## src/rtl/uart_register_pkg.sv

```systemverilog
// Shared definitions for uart_register_port: register offsets, STATUS bit map
// and the serial FSM state encoding used by both the shifter and the receiver.
package uart_register_pkg;

  localparam logic [6:0] DATA_OFFSET   = 7'd0;
  localparam logic [6:0] STATUS_OFFSET = 7'd1;

  localparam int ST_TX_FULL      = 0;
  localparam int ST_RX_VALID     = 1;
  localparam int ST_RX_OVERRUN   = 2;
  localparam int ST_TX_BUSY      = 3;
  localparam int ST_RX_FRAME_ERR = 4;
  localparam int ST_TX_OVERFLOW  = 5;

  typedef enum logic [1:0] {
    UART_IDLE  = 2'd0,
    UART_START = 2'd1,
    UART_DATA  = 2'd2,
    UART_STOP  = 2'd3
  } uart_state_e;

  function automatic logic [15:0] pack_status(
    input logic tx_full,
    input logic rx_valid,
    input logic rx_overrun,
    input logic tx_busy,
    input logic rx_frame_err,
    input logic tx_overflow
  );
    logic [15:0] s;
    s                  = 16'h0000;
    s[ST_TX_FULL]      = tx_full;
    s[ST_RX_VALID]     = rx_valid;
    s[ST_RX_OVERRUN]   = rx_overrun;
    s[ST_TX_BUSY]      = tx_busy;
    s[ST_RX_FRAME_ERR] = rx_frame_err;
    s[ST_TX_OVERFLOW]  = tx_overflow;
    return s;
  endfunction

endpackage

```

## src/rtl/uart_tx_fifo.sv

```systemverilog
// Small power-of-two transmit FIFO. A push while full is still accepted when
// a pop happens in the same cycle, so the occupancy simply stays unchanged.
module uart_tx_fifo #(
  parameter int DEPTH = 4,
  parameter int WIDTH = 8
) (
  input  logic             clk,
  input  logic             reset_n,
  input  logic             push,
  input  logic [WIDTH-1:0] push_data,
  input  logic             pop,
  output logic [WIDTH-1:0] pop_data,
  output logic             full,
  output logic             empty
);

  localparam int AW = $clog2(DEPTH);
  localparam logic [AW-1:0] PTR_ONE = AW'(1);
  localparam logic [AW:0]   CNT_ONE = (AW+1)'(1);
  localparam logic [AW:0]   CNT_MAX = (AW+1)'(DEPTH);

  logic [WIDTH-1:0] mem_r [DEPTH];
  logic [AW-1:0]    wr_ptr_r;
  logic [AW-1:0]    rd_ptr_r;
  logic [AW:0]      count_r;
  logic             push_ok_s;
  logic             pop_ok_s;

  assign empty     = (count_r == {(AW+1){1'b0}});
  assign full      = (count_r == CNT_MAX);
  assign pop_ok_s  = pop && !empty;
  assign push_ok_s = push && (!full || pop_ok_s);
  assign pop_data  = mem_r[rd_ptr_r];

  // Storage write port.
  always_ff @(posedge clk or negedge reset_n) begin
    if (!reset_n) begin
      for (int i = 0; i < DEPTH; i++) mem_r[i] <= {WIDTH{1'b0}};
    end else if (push_ok_s) begin
      mem_r[wr_ptr_r] <= push_data;
    end else begin
      mem_r[wr_ptr_r] <= mem_r[wr_ptr_r];
    end
  end

  // Pointers and occupancy.
  always_ff @(posedge clk or negedge reset_n) begin
    if (!reset_n) begin
      wr_ptr_r <= {AW{1'b0}};
      rd_ptr_r <= {AW{1'b0}};
      count_r  <= {(AW+1){1'b0}};
    end else begin
      if (push_ok_s) wr_ptr_r <= wr_ptr_r + PTR_ONE;
      if (pop_ok_s)  rd_ptr_r <= rd_ptr_r + PTR_ONE;
      case ({push_ok_s, pop_ok_s})
        2'b10:   count_r <= count_r + CNT_ONE;
        2'b01:   count_r <= count_r - CNT_ONE;
        default: count_r <= count_r;
      endcase
    end
  end

endmodule

```

## src/rtl/uart_register_port.sv

```systemverilog
// Register-bus UART responder: DATA/STATUS registers, TX FIFO + 8N1 shifter,
// and an optional receiver enabled by defining UART_RX_EN.
module uart_register_port
  import uart_register_pkg::*;
#(
  parameter logic [6:0] BASE_INDEX    = 7'h00,
  parameter int         CLKS_PER_BIT  = 434,
  parameter int         TX_FIFO_DEPTH = 4
) (
  input  logic        clk,
  input  logic        reset_n,
  input  logic [6:0]  register_index,
  input  logic        register_read,
  input  logic        register_write,
  input  logic [15:0] register_write_value,
  output logic [15:0] register_read_value,
  output logic        uart_tx,
  input  logic        uart_rx
);

  localparam int CW = $clog2(CLKS_PER_BIT);
  localparam logic [CW-1:0] CNT_ZERO  = CW'(0);
  localparam logic [CW-1:0] CNT_ONE   = CW'(1);
  localparam logic [CW-1:0] BIT_LAST  = CW'(CLKS_PER_BIT - 1);
  localparam logic [CW-1:0] HALF_LAST = CW'(CLKS_PER_BIT / 2 - 1);

  logic sel_data_s, sel_status_s;
  logic data_wr_s, status_wr_s, data_rd_s, status_rd_s;

  assign sel_data_s   = (register_index == (BASE_INDEX + DATA_OFFSET));
  assign sel_status_s = (register_index == (BASE_INDEX + STATUS_OFFSET));
  assign data_wr_s    = register_write && sel_data_s;
  assign status_wr_s  = register_write && sel_status_s;
  assign data_rd_s    = register_read && sel_data_s;
  assign status_rd_s  = register_read && sel_status_s;

  logic        wdata_unused_s;
  assign wdata_unused_s = ^register_write_value[15:8];

  // ---------------- transmit path ----------------
  logic        fifo_pop_s, fifo_full_s, fifo_empty_s;
  logic [7:0]  fifo_data_s;
  uart_state_e tx_state_r, tx_state_s;
  logic [CW-1:0] tx_cnt_r, tx_cnt_s;
  logic [2:0]  tx_bit_r, tx_bit_s;
  logic [7:0]  tx_shift_r, tx_shift_s;
  logic        uart_tx_r, uart_tx_s;
  logic        tx_overflow_r;
  logic        tx_busy_s;

  uart_tx_fifo #(.DEPTH(TX_FIFO_DEPTH), .WIDTH(8)) u_tx_fifo (
    .clk       (clk),
    .reset_n   (reset_n),
    .push      (data_wr_s),
    .push_data (register_write_value[7:0]),
    .pop       (fifo_pop_s),
    .pop_data  (fifo_data_s),
    .full      (fifo_full_s),
    .empty     (fifo_empty_s)
  );

  assign tx_busy_s = !fifo_empty_s || (tx_state_r != UART_IDLE);

  // Shifter next state; the stop cell's last cycle chains straight into the next start.
  always_comb begin
    tx_state_s = tx_state_r;
    tx_cnt_s   = tx_cnt_r;
    tx_bit_s   = tx_bit_r;
    tx_shift_s = tx_shift_r;
    fifo_pop_s = 1'b0;
    case (tx_state_r)
      UART_IDLE: begin
        tx_cnt_s = CNT_ZERO;
        tx_bit_s = 3'd0;
        if (!fifo_empty_s) begin
          fifo_pop_s = 1'b1;
          tx_shift_s = fifo_data_s;
          tx_state_s = UART_START;
        end else begin
          tx_state_s = UART_IDLE;
        end
      end
      UART_START: begin
        if (tx_cnt_r == BIT_LAST) begin
          tx_cnt_s   = CNT_ZERO;
          tx_bit_s   = 3'd0;
          tx_state_s = UART_DATA;
        end else begin
          tx_cnt_s = tx_cnt_r + CNT_ONE;
        end
      end
      UART_DATA: begin
        if (tx_cnt_r == BIT_LAST) begin
          tx_cnt_s = CNT_ZERO;
          if (tx_bit_r == 3'd7) begin
            tx_state_s = UART_STOP;
          end else begin
            tx_bit_s = tx_bit_r + 3'd1;
          end
        end else begin
          tx_cnt_s = tx_cnt_r + CNT_ONE;
        end
      end
      UART_STOP: begin
        if (tx_cnt_r == BIT_LAST) begin
          tx_cnt_s = CNT_ZERO;
          tx_bit_s = 3'd0;
          if (!fifo_empty_s) begin
            fifo_pop_s = 1'b1;
            tx_shift_s = fifo_data_s;
            tx_state_s = UART_START;
          end else begin
            tx_state_s = UART_IDLE;
          end
        end else begin
          tx_cnt_s = tx_cnt_r + CNT_ONE;
        end
      end
      default: begin
        tx_state_s = UART_IDLE;
        tx_cnt_s   = CNT_ZERO;
        tx_bit_s   = 3'd0;
      end
    endcase
  end

  // Line level follows the next state so uart_tx stays a clean flop output.
  always_comb begin
    uart_tx_s = 1'b1;
    case (tx_state_s)
      UART_START: uart_tx_s = 1'b0;
      UART_DATA:  uart_tx_s = tx_shift_s[tx_bit_s];
      UART_STOP:  uart_tx_s = 1'b1;
      default:    uart_tx_s = 1'b1;
    endcase
  end

  // Shifter state register.
  always_ff @(posedge clk or negedge reset_n) begin
    if (!reset_n) begin
      tx_state_r <= UART_IDLE;
      tx_cnt_r   <= CNT_ZERO;
      tx_bit_r   <= 3'd0;
      tx_shift_r <= 8'h00;
      uart_tx_r  <= 1'b1;
    end else begin
      tx_state_r <= tx_state_s;
      tx_cnt_r   <= tx_cnt_s;
      tx_bit_r   <= tx_bit_s;
      tx_shift_r <= tx_shift_s;
      uart_tx_r  <= uart_tx_s;
    end
  end

  // Sticky overflow: a set in the same cycle as a clear wins.
  always_ff @(posedge clk or negedge reset_n) begin
    if (!reset_n) begin
      tx_overflow_r <= 1'b0;
    end else begin
      tx_overflow_r <= (data_wr_s && fifo_full_s && !fifo_pop_s) ||
                       (tx_overflow_r && !(status_wr_s && register_write_value[ST_TX_OVERFLOW]));
    end
  end

  assign uart_tx = uart_tx_r;

  // ---------------- receive path ----------------
  logic       rx_valid_s, rx_overrun_s, rx_frame_err_s;
  logic [7:0] rx_byte_s;

`ifdef UART_RX_EN
  logic        rx_meta_r, rx_sync_r, rx_prev_r;
  uart_state_e rx_state_r, rx_state_s;
  logic [CW-1:0] rx_cnt_r, rx_cnt_s;
  logic [2:0]  rx_bit_r, rx_bit_s;
  logic [7:0]  rx_shift_r, rx_shift_s;
  logic        rx_good_s, rx_bad_s;
  logic        rx_valid_r, rx_overrun_r, rx_frame_err_r;
  logic [7:0]  rx_byte_r;

  // Two-flop synchronizer plus one history flop for falling-edge detection.
  always_ff @(posedge clk or negedge reset_n) begin
    if (!reset_n) begin
      rx_meta_r <= 1'b1;
      rx_sync_r <= 1'b1;
      rx_prev_r <= 1'b1;
    end else begin
      rx_meta_r <= uart_rx;
      rx_sync_r <= rx_meta_r;
      rx_prev_r <= rx_sync_r;
    end
  end

  // Receiver next state: half-bit start recheck, then sample at bit centres.
  always_comb begin
    rx_state_s = rx_state_r;
    rx_cnt_s   = rx_cnt_r;
    rx_bit_s   = rx_bit_r;
    rx_shift_s = rx_shift_r;
    rx_good_s  = 1'b0;
    rx_bad_s   = 1'b0;
    case (rx_state_r)
      UART_IDLE: begin
        rx_cnt_s = CNT_ZERO;
        rx_bit_s = 3'd0;
        if (rx_prev_r && !rx_sync_r) begin
          rx_state_s = UART_START;
        end else begin
          rx_state_s = UART_IDLE;
        end
      end
      UART_START: begin
        if (rx_cnt_r == HALF_LAST) begin
          rx_cnt_s   = CNT_ZERO;
          rx_bit_s   = 3'd0;
          rx_state_s = rx_sync_r ? UART_IDLE : UART_DATA;
        end else begin
          rx_cnt_s = rx_cnt_r + CNT_ONE;
        end
      end
      UART_DATA: begin
        if (rx_cnt_r == BIT_LAST) begin
          rx_cnt_s   = CNT_ZERO;
          rx_shift_s = {rx_sync_r, rx_shift_r[7:1]};
          if (rx_bit_r == 3'd7) begin
            rx_state_s = UART_STOP;
          end else begin
            rx_bit_s = rx_bit_r + 3'd1;
          end
        end else begin
          rx_cnt_s = rx_cnt_r + CNT_ONE;
        end
      end
      UART_STOP: begin
        if (rx_cnt_r == BIT_LAST) begin
          rx_cnt_s   = CNT_ZERO;
          rx_state_s = UART_IDLE;
          rx_good_s  = rx_sync_r;
          rx_bad_s   = !rx_sync_r;
        end else begin
          rx_cnt_s = rx_cnt_r + CNT_ONE;
        end
      end
      default: begin
        rx_state_s = UART_IDLE;
        rx_cnt_s   = CNT_ZERO;
        rx_bit_s   = 3'd0;
      end
    endcase
  end

  // Receiver state register.
  always_ff @(posedge clk or negedge reset_n) begin
    if (!reset_n) begin
      rx_state_r <= UART_IDLE;
      rx_cnt_r   <= CNT_ZERO;
      rx_bit_r   <= 3'd0;
      rx_shift_r <= 8'h00;
    end else begin
      rx_state_r <= rx_state_s;
      rx_cnt_r   <= rx_cnt_s;
      rx_bit_r   <= rx_bit_s;
      rx_shift_r <= rx_shift_s;
    end
  end

  // Holding register and sticky flags; a DATA pop frees the slot for a byte landing that cycle.
  always_ff @(posedge clk or negedge reset_n) begin
    if (!reset_n) begin
      rx_byte_r      <= 8'h00;
      rx_valid_r     <= 1'b0;
      rx_overrun_r   <= 1'b0;
      rx_frame_err_r <= 1'b0;
    end else begin
      if (rx_good_s && (!rx_valid_r || data_rd_s)) begin
        rx_byte_r  <= rx_shift_r;
        rx_valid_r <= 1'b1;
      end else if (data_rd_s) begin
        rx_valid_r <= 1'b0;
      end else begin
        rx_valid_r <= rx_valid_r;
      end
      rx_overrun_r   <= (rx_good_s && rx_valid_r && !data_rd_s) ||
                        (rx_overrun_r && !(status_wr_s && register_write_value[ST_RX_OVERRUN]));
      rx_frame_err_r <= rx_bad_s ||
                        (rx_frame_err_r && !(status_wr_s && register_write_value[ST_RX_FRAME_ERR]));
    end
  end

  assign rx_valid_s     = rx_valid_r;
  assign rx_overrun_s   = rx_overrun_r;
  assign rx_frame_err_s = rx_frame_err_r;
  assign rx_byte_s      = rx_byte_r;
`else
  logic rx_unused_s;
  assign rx_unused_s    = uart_rx;
  assign rx_valid_s     = 1'b0;
  assign rx_overrun_s   = 1'b0;
  assign rx_frame_err_s = 1'b0;
  assign rx_byte_s      = 8'h00;
`endif

  // ---------------- read data ----------------
  logic [15:0] read_value_s, read_value_r;

  // Read mux; unselected cycles drive zero so responders can be ORed.
  always_comb begin
    read_value_s = 16'h0000;
    if (data_rd_s) begin
      read_value_s = {8'h00, rx_byte_s};
    end else if (status_rd_s) begin
      read_value_s = pack_status(fifo_full_s, rx_valid_s, rx_overrun_s,
                                 tx_busy_s, rx_frame_err_s, tx_overflow_r);
    end else begin
      read_value_s = 16'h0000;
    end
  end

  // Registered read data, one cycle after the strobe.
  always_ff @(posedge clk or negedge reset_n) begin
    if (!reset_n) begin
      read_value_r <= 16'h0000;
    end else begin
      read_value_r <= read_value_s;
    end
  end

  assign register_read_value = read_value_r;

endmodule

```

## config.mk

```make
export PLATFORM = sky130hd
export DESIGN_NAME = uart_register_port
export DESIGN_NICKNAME = d
export VERILOG_FILES = /design/src/rtl/uart_register_pkg.sv /design/src/rtl/uart_tx_fifo.sv /design/src/rtl/uart_register_port.sv
export SDC_FILE = /design/constraint.sdc
export NUM_CORES = 1
export LEC_CHECK = 0
export ABC_AREA = 1
export BUFFER_PORTS_ARGS = -buffer_cell sky130_fd_sc_hd__buf_2
export CORE_MARGIN = 4
export CORE_UTILIZATION = 55
export DETAILED_ROUTE_END_ITERATION = 10
export GPL_TIMING_DRIVEN = 0
export PLACE_DENSITY = 0.76
export SYNTH_ARGS = -nofsm -noshare
export SYNTH_HDL_FRONTEND = slang
export SYNTH_SLANG_ARGS = --single-unit
```

## constraint.sdc

```tcl
create_clock -name clk -period 3.3 [get_ports clk]
set_input_delay 0.33 -clock clk [delete_from_list [all_inputs] [get_ports clk]]
set_output_delay 0.33 -clock clk [all_outputs]
set_load 0.01 [all_outputs]
```

Word level (Yosys, flattened, before mapping)

Cells that the tools add are included.

Eq/ne operators: 11
Magnitude comparators: 4
Multiplexer cells: 35
Bitwise operators: 2
Reduce and logical (&&, ||, !) cells: 25
$add $sub $neg: 6

Operator list:

| kind                                                 | count |
|---|---|
| bitwise mux 32 bit                                   | 2 |
| two-way mux 8 bit                                    | 7 |
| binary-select mux 8 bit (select 2 bit)               | 2 |
| two-way mux 32 bit                                   | 1 |
| one-hot mux 9 bit (2 select lines)                   | 1 |
| demux 8 bit (select 2 bit)                           | 1 |
| one-hot mux 8 bit (2 select lines)                   | 1 |
| two-way mux 6 bit                                    | 2 |
| logical AND 1 bit                                    | 11 |
| adder 9 x 1 -> 9 bit (second input constant)         | 1 |
| equality test 9 bit (second input constant)          | 1 |
| two-way mux 3 bit                                    | 3 |
| two-way mux 9 bit                                    | 1 |
| one-hot mux 3 bit (3 select lines)                   | 1 |
| equality test 2 bit (second input constant)          | 4 |
| two-way mux 2 bit                                    | 4 |
| one-hot mux 2 bit (4 select lines)                   | 1 |
| equality test 7 x 1 -> 1 bit (second input constant) | 1 |
| logical NOT 7 bit                                    | 1 |
| adder 3 x 1 -> 3 bit (second input constant)         | 2 |
| equality test 2 x 1 -> 1 bit (second input constant) | 3 |
| equality test 3 bit (second input constant)          | 2 |
| >= comparator 3 bit (second input constant)          | 2 |
| NOT 2 -> 3 bit                                       | 2 |
| 15 further kinds                                     | 26 |

Input bits: 28
Register bits after elaboration: 79
Word-level logic and storage cells: 97
Output and inout port bits: 17

Logic depth before layout (Yosys ltp)

Depth in word-level cells: 10
Gate-level depth with buffers: 18
Gate-level depth less buffers: 18

By module

Synthesis repeated with hierarchy kept, for this count alone.

Cell total of the unflattened synthesis: 547
Area total of the unflattened synthesis: 4,199.0 sq um

By module, submodules not included:

| module             | area an instance (sq um) | seq. area each (sq um) | instances | cells each |
|---|---|---|---|---|
| uart_tx_fifo       | 2,497.4                  | 975.9                  | 1         | 327 |
| uart_register_port | 1,701.6                  | 676.9                  | 1         | 220 |

Worst setup path after synthesis

OpenSTA, ideal clock, no wires.

Path type: register -> register
From: reg tx_state_r[0]
To: reg u_tx_fifo.count_r[2]
Path buffers: 1
Data arrival time: 2,312 ps
Data required time: 3,169 ps
Library setup time: 131 ps
Slack: 857 ps
Period minus slack after synthesis: 2,443 ps
Cell stages (with the launch flop): 17
Cells stage by stage: dfrtp_1 -> inv_1 -> ha_1 -> inv_2 -> nand2_1 -> nand2_1 -> nor2_4 -> nand2_4 -> nand3_4 -> nand2_4 -> buf_8 -> ha_1 -> inv_1 -> fa_1 -> a21oi_1 -> o21ai_0 -> xor2_1

Word-level cells in the longest chain between the ends: 7
Elaborated cells between the ends (all ways): 10
Those cells by class: 3 x eq/ne; 2 x mux; 5 x reduce/logical

RTL lines:

| what                                                                            | RTL line                  | text |
|---|---|---|
| start, declared                                                                 | uart_register_port.sv:43  | `uart_state_e tx_state_r, tx_state_s;` |
| start signal, assigned                                                          | uart_register_port.sv:147 | `tx_state_r <= tx_state_s;` |
| equality test 2 bit / logical NOT 2 bit (equally long branches)                 | uart_register_port.sv:71  | `case (tx_state_r)` |
| one-hot mux 1 bit (2 select lines) (*)                                          | uart_register_port.sv:71  |  |
| logical AND 1 bit (*)                                                           | uart_tx_fifo.sv:31        | `assign pop_ok_s = pop && !empty;` |
| logical OR 1 bit                                                                | uart_tx_fifo.sv:32        | `assign push_ok_s = push && (!full \|\| pop_ok_s);` |
| logical AND 1 bit                                                               | uart_tx_fifo.sv:32        |  |
| equality test 2 x 1 -> 1 bit / equality test 2 bit (equally long branches)      | uart_tx_fifo.sv:55        | `case ({push_ok_s, pop_ok_s})` |
| one-hot mux 3 bit (2 select lines) / nonzero test 2 bit (equally long branches) | -                         |  |
| end signal, assigned                                                            | uart_tx_fifo.sv:56        | `2'b10: count_r <= count_r + CNT_ONE;` |
| end signal, assigned                                                            | uart_tx_fifo.sv:57        | `2'b01: count_r <= count_r - CNT_ONE;` |
| end signal, assigned                                                            | uart_tx_fifo.sv:58        | `default: count_r <= count_r;` |
| end, declared                                                                   | uart_tx_fifo.sv:25        | `logic [AW:0] count_r;` |

Every way passes the cells marked *; elsewhere a longest branch is shown, timed or not.
A chain may end at the register's enable or synchronous reset.

Worst setup path in the final report

Same ends and word-level chain as after synthesis.

==> metrics <==
worst slew pin tran=844 ps; crit path max fanout=10; Final Skew=8.78 ps; WP data required=3530 ps; placed insts=581; critical path endpoint category=flip-flop; DRT iter0 DRCs=172; maxcap violations=0; Cell Area, Synth=0.00377 sq mm; cells after synthesis=470; area of the multi-input gates=0.00178 sq mm; layout cells sized above 1=0.160; I/O Buffers=22; total grt overflow=0; Std-Cell Rows=29; Clock Latency Late Sink=350 ps; crit path time final=2680 ps; Placeable Area=0.00649 sq mm; outcome=finished clean; clk sinks=66; Synth async-reset ratio=1.00; Clock Root Buffer=clkbuf_8; vias in the first global route=3,139; Hold WC Path Type=input port to asynchronous set/reset pin; Final Cycle Share=0.812; clk slew on worst S/H paths=70 ps; dpl hpwl=6.05 mm; Final setup violation count=0; EDFF count, synth=0; YS warnings=0; fill count=527; nets=557; post-cts sizing count=0; buffer depth of the longest clock path=2; Max Freq=373 MHz; Vias per Instance=5.37; flop2flop setup slack=620 ps; remaining antenna violation count=0; Combinational Power Share=0.229; Startpoint Class=flip-flop; flops & latches, synth=66; CTS tree=built; TritonRoute pass-1 iters=5; Clk network pwr share=0.325; Slew HR=0.437; LEAKAGE=0.00213 uW; initial antenna violation count=0; die width=90.8 um; WL/cell=14.1 um; Setup Crit Path Kind=flip-flop to flip-flop; Worst VDD drop=0.486 mV; register share of total power=0.446; total negative slack=0 ps; Sequential cell area=0.00165 sq mm; switching part of the total=0.323; R2R Path End=u_tx_fifo.count_r[2]; Final Power=2540 uW; Initial Util=0.581; layout overhead on the synthesized area=13.2%; Num CTS Buffers=9; Sw Pwr=820 uW; DRC viols=0; drt total wl=8.43 mm; Die Y=90.8 um; RSZ-0062 raised after global routing=no; Netlist cell types=38; power density over the cells=594 mW/mm^2; sequential share of the synthesized area=0.438; CTS Hold Bufs=0; pre-CTS setup slack=585 ps; fin cells=597; Worst R2R Start=tx_state_r[0]; n_diodes=0; cell-internal power=1720 uW; Critical Path AT=2910 ps; IO Pins=45; GPL Wtd Cong=0.872; GRT Resource Usage Total=0.213; pin count of the biggest net entering global routing=67; total die area=0.00825 sq mm; final setup margin=620 ps; Final Max Tran Viols=0; FF-to-FF path depth=16; Setup Fix Bufs, Post-CTS=0; first-pass GRT wire length=14.2 mm; via count=3,205; htree depth=3; final hold violations=0; Synth Area per Inst=8.03 sq um; Most used DFF post-synth=dfrtp_1
## worst max-delay path, stage by stage (launching register included)
cell,delay [ps]
dfrtp_1,390
inv_1,100
ha_1,260
inv_2,90
nand2_1,70
nand2_1,110
nor2_4,70
nand2_4,110
nand3_4,80
nand2_4,120
buf_8,170
ha_1,150
inv_1,60
fa_1,380
a21oi_1,140
o21ai_0,110
xor2_1,150
## registers in the layout, indices dropped and copies added (netlist names)
register / cells
u_tx_fifo.mem_r: 32
tx_cnt_r: 9
u_tx_fifo.count_r: 3
register_read_value: 3
tx_overflow_r: 1
tx_shift_r: 8
tx_bit_r: 3
tx_state_r: 2
u_tx_fifo.rd_ptr_r: 2
u_tx_fifo.wr_ptr_r: 2
uart_tx: 1
## routing by layer
layer	up-vias	track usage	wire (um)
met5	-	0	0
met2	121	0.368	4230
met1	1480	0.257	3520
li1	1588	-	-
met3	16	0.0417	512
met4	0	0.0967	166
## worst max-delay path by stage
stage	startpoint	end	slack, ps	depth (start not counted)
after global placement	tx_state_r[0]	u_tx_fifo.count_r[2]	660	16
after floorplan	tx_state_r[0]	u_tx_fifo.count_r[2]	860	16
after detailed placement	tx_state_r[0]	u_tx_fifo.count_r[2]	580	16
final	tx_state_r[0]	u_tx_fifo.count_r[2]	620	16
after CTS	tx_state_r[0]	u_tx_fifo.count_r[2]	590	16
after global routing	tx_state_r[0]	u_tx_fifo.count_r[2]	350	16
## layout by cell type, fill, tap and decap left out, drive strengths merged, types with 3 or more instances in the layout
cell type / count
a21oi: 48
buf: 46
bufinv: 3
clkbuf: 18
conb: 13
dfrtp: 65
ha: 13
inv: 51
mux2i: 8
nand2: 70
nand3: 23
nand4: 3
nor2: 82
nor3: 6
o211ai: 3
o21ai: 46
o22ai: 3
xor2: 6
## synth_stat cells, types with 2 or more instances
master / count / area [sq um]
a21oi_1: 47 / 235
and3_1: 2 / 12.5
buf_1: 4 / 15.0
buf_2: 3 / 15.0
buf_4: 15 / 113
clkbuf_1: 8 / 30.0
dfrtp_1: 65 / 1630
ha_1: 13 / 163
inv_1: 49 / 184
inv_2: 2 / 7.51
mux2i_1: 2 / 20.0
mux2i_2: 6 / 82.6
nand2_1: 62 / 233
nand2_2: 4 / 25.0
nand2_4: 4 / 45.0
nand3_1: 22 / 110
nand4_1: 3 / 18.8
nor2_1: 78 / 293
nor2_2: 2 / 12.5
nor2_4: 2 / 22.5
nor3_1: 4 / 20.0
nor3_2: 2 / 20.0
nor4_1: 2 / 12.5
o211ai_1: 3 / 22.5
o21ai_0: 45 / 225
o22ai_1: 3 / 18.8
xnor2_1: 2 / 17.5
xor2_1: 6 / 52.6
## kinds of logic after synthesis
kind of cell    Yosys count  synth area share
buf+inv                  83             0.103
xor+xnor                  8            0.0186
simple gates            188             0.223
fa+ha+maj                14            0.0484
flops                    66             0.438
mux                       8            0.0272
compound gates          102             0.141
other cells               1          0.000993
## power groups by stage
stage          combinational (uW)  clock, uW  sequential (uW)
2_1_floorplan                 439          0             1100
3_3_place_gp                  553          0             1140
3_5_place_dp                  572          0             1140
4_1_cts                       576        837             1130
5_1_grt                       664        870             1150
6_report                      582        826             1130
## area by class of cell
class                      count  area share
multi-input combinational    333       0.416
sequential                    66       0.387
buffer                        32      0.0466
inverter                      51      0.0448
clock buffer                  10      0.0299
clock inverter                 6      0.0269
timing repair buffer          22      0.0264
tap                           77      0.0226
## stage by stage
stage / utilization / instance area (sq um) / hold WS [ps]
2_1_floorplan: - / 3820 / 34.4
3_3_place_gp: 0.620 / 4030 / 459
3_5_place_dp: 0.620 / 4030 / 459
4_1_cts: 0.658 / 4270 / 108
5_1_grt: 0.658 / 4270 / 137
6_report: 0.658 / 4270 / 70.1
Note: power is estimated with default switching activity, not from simulation.
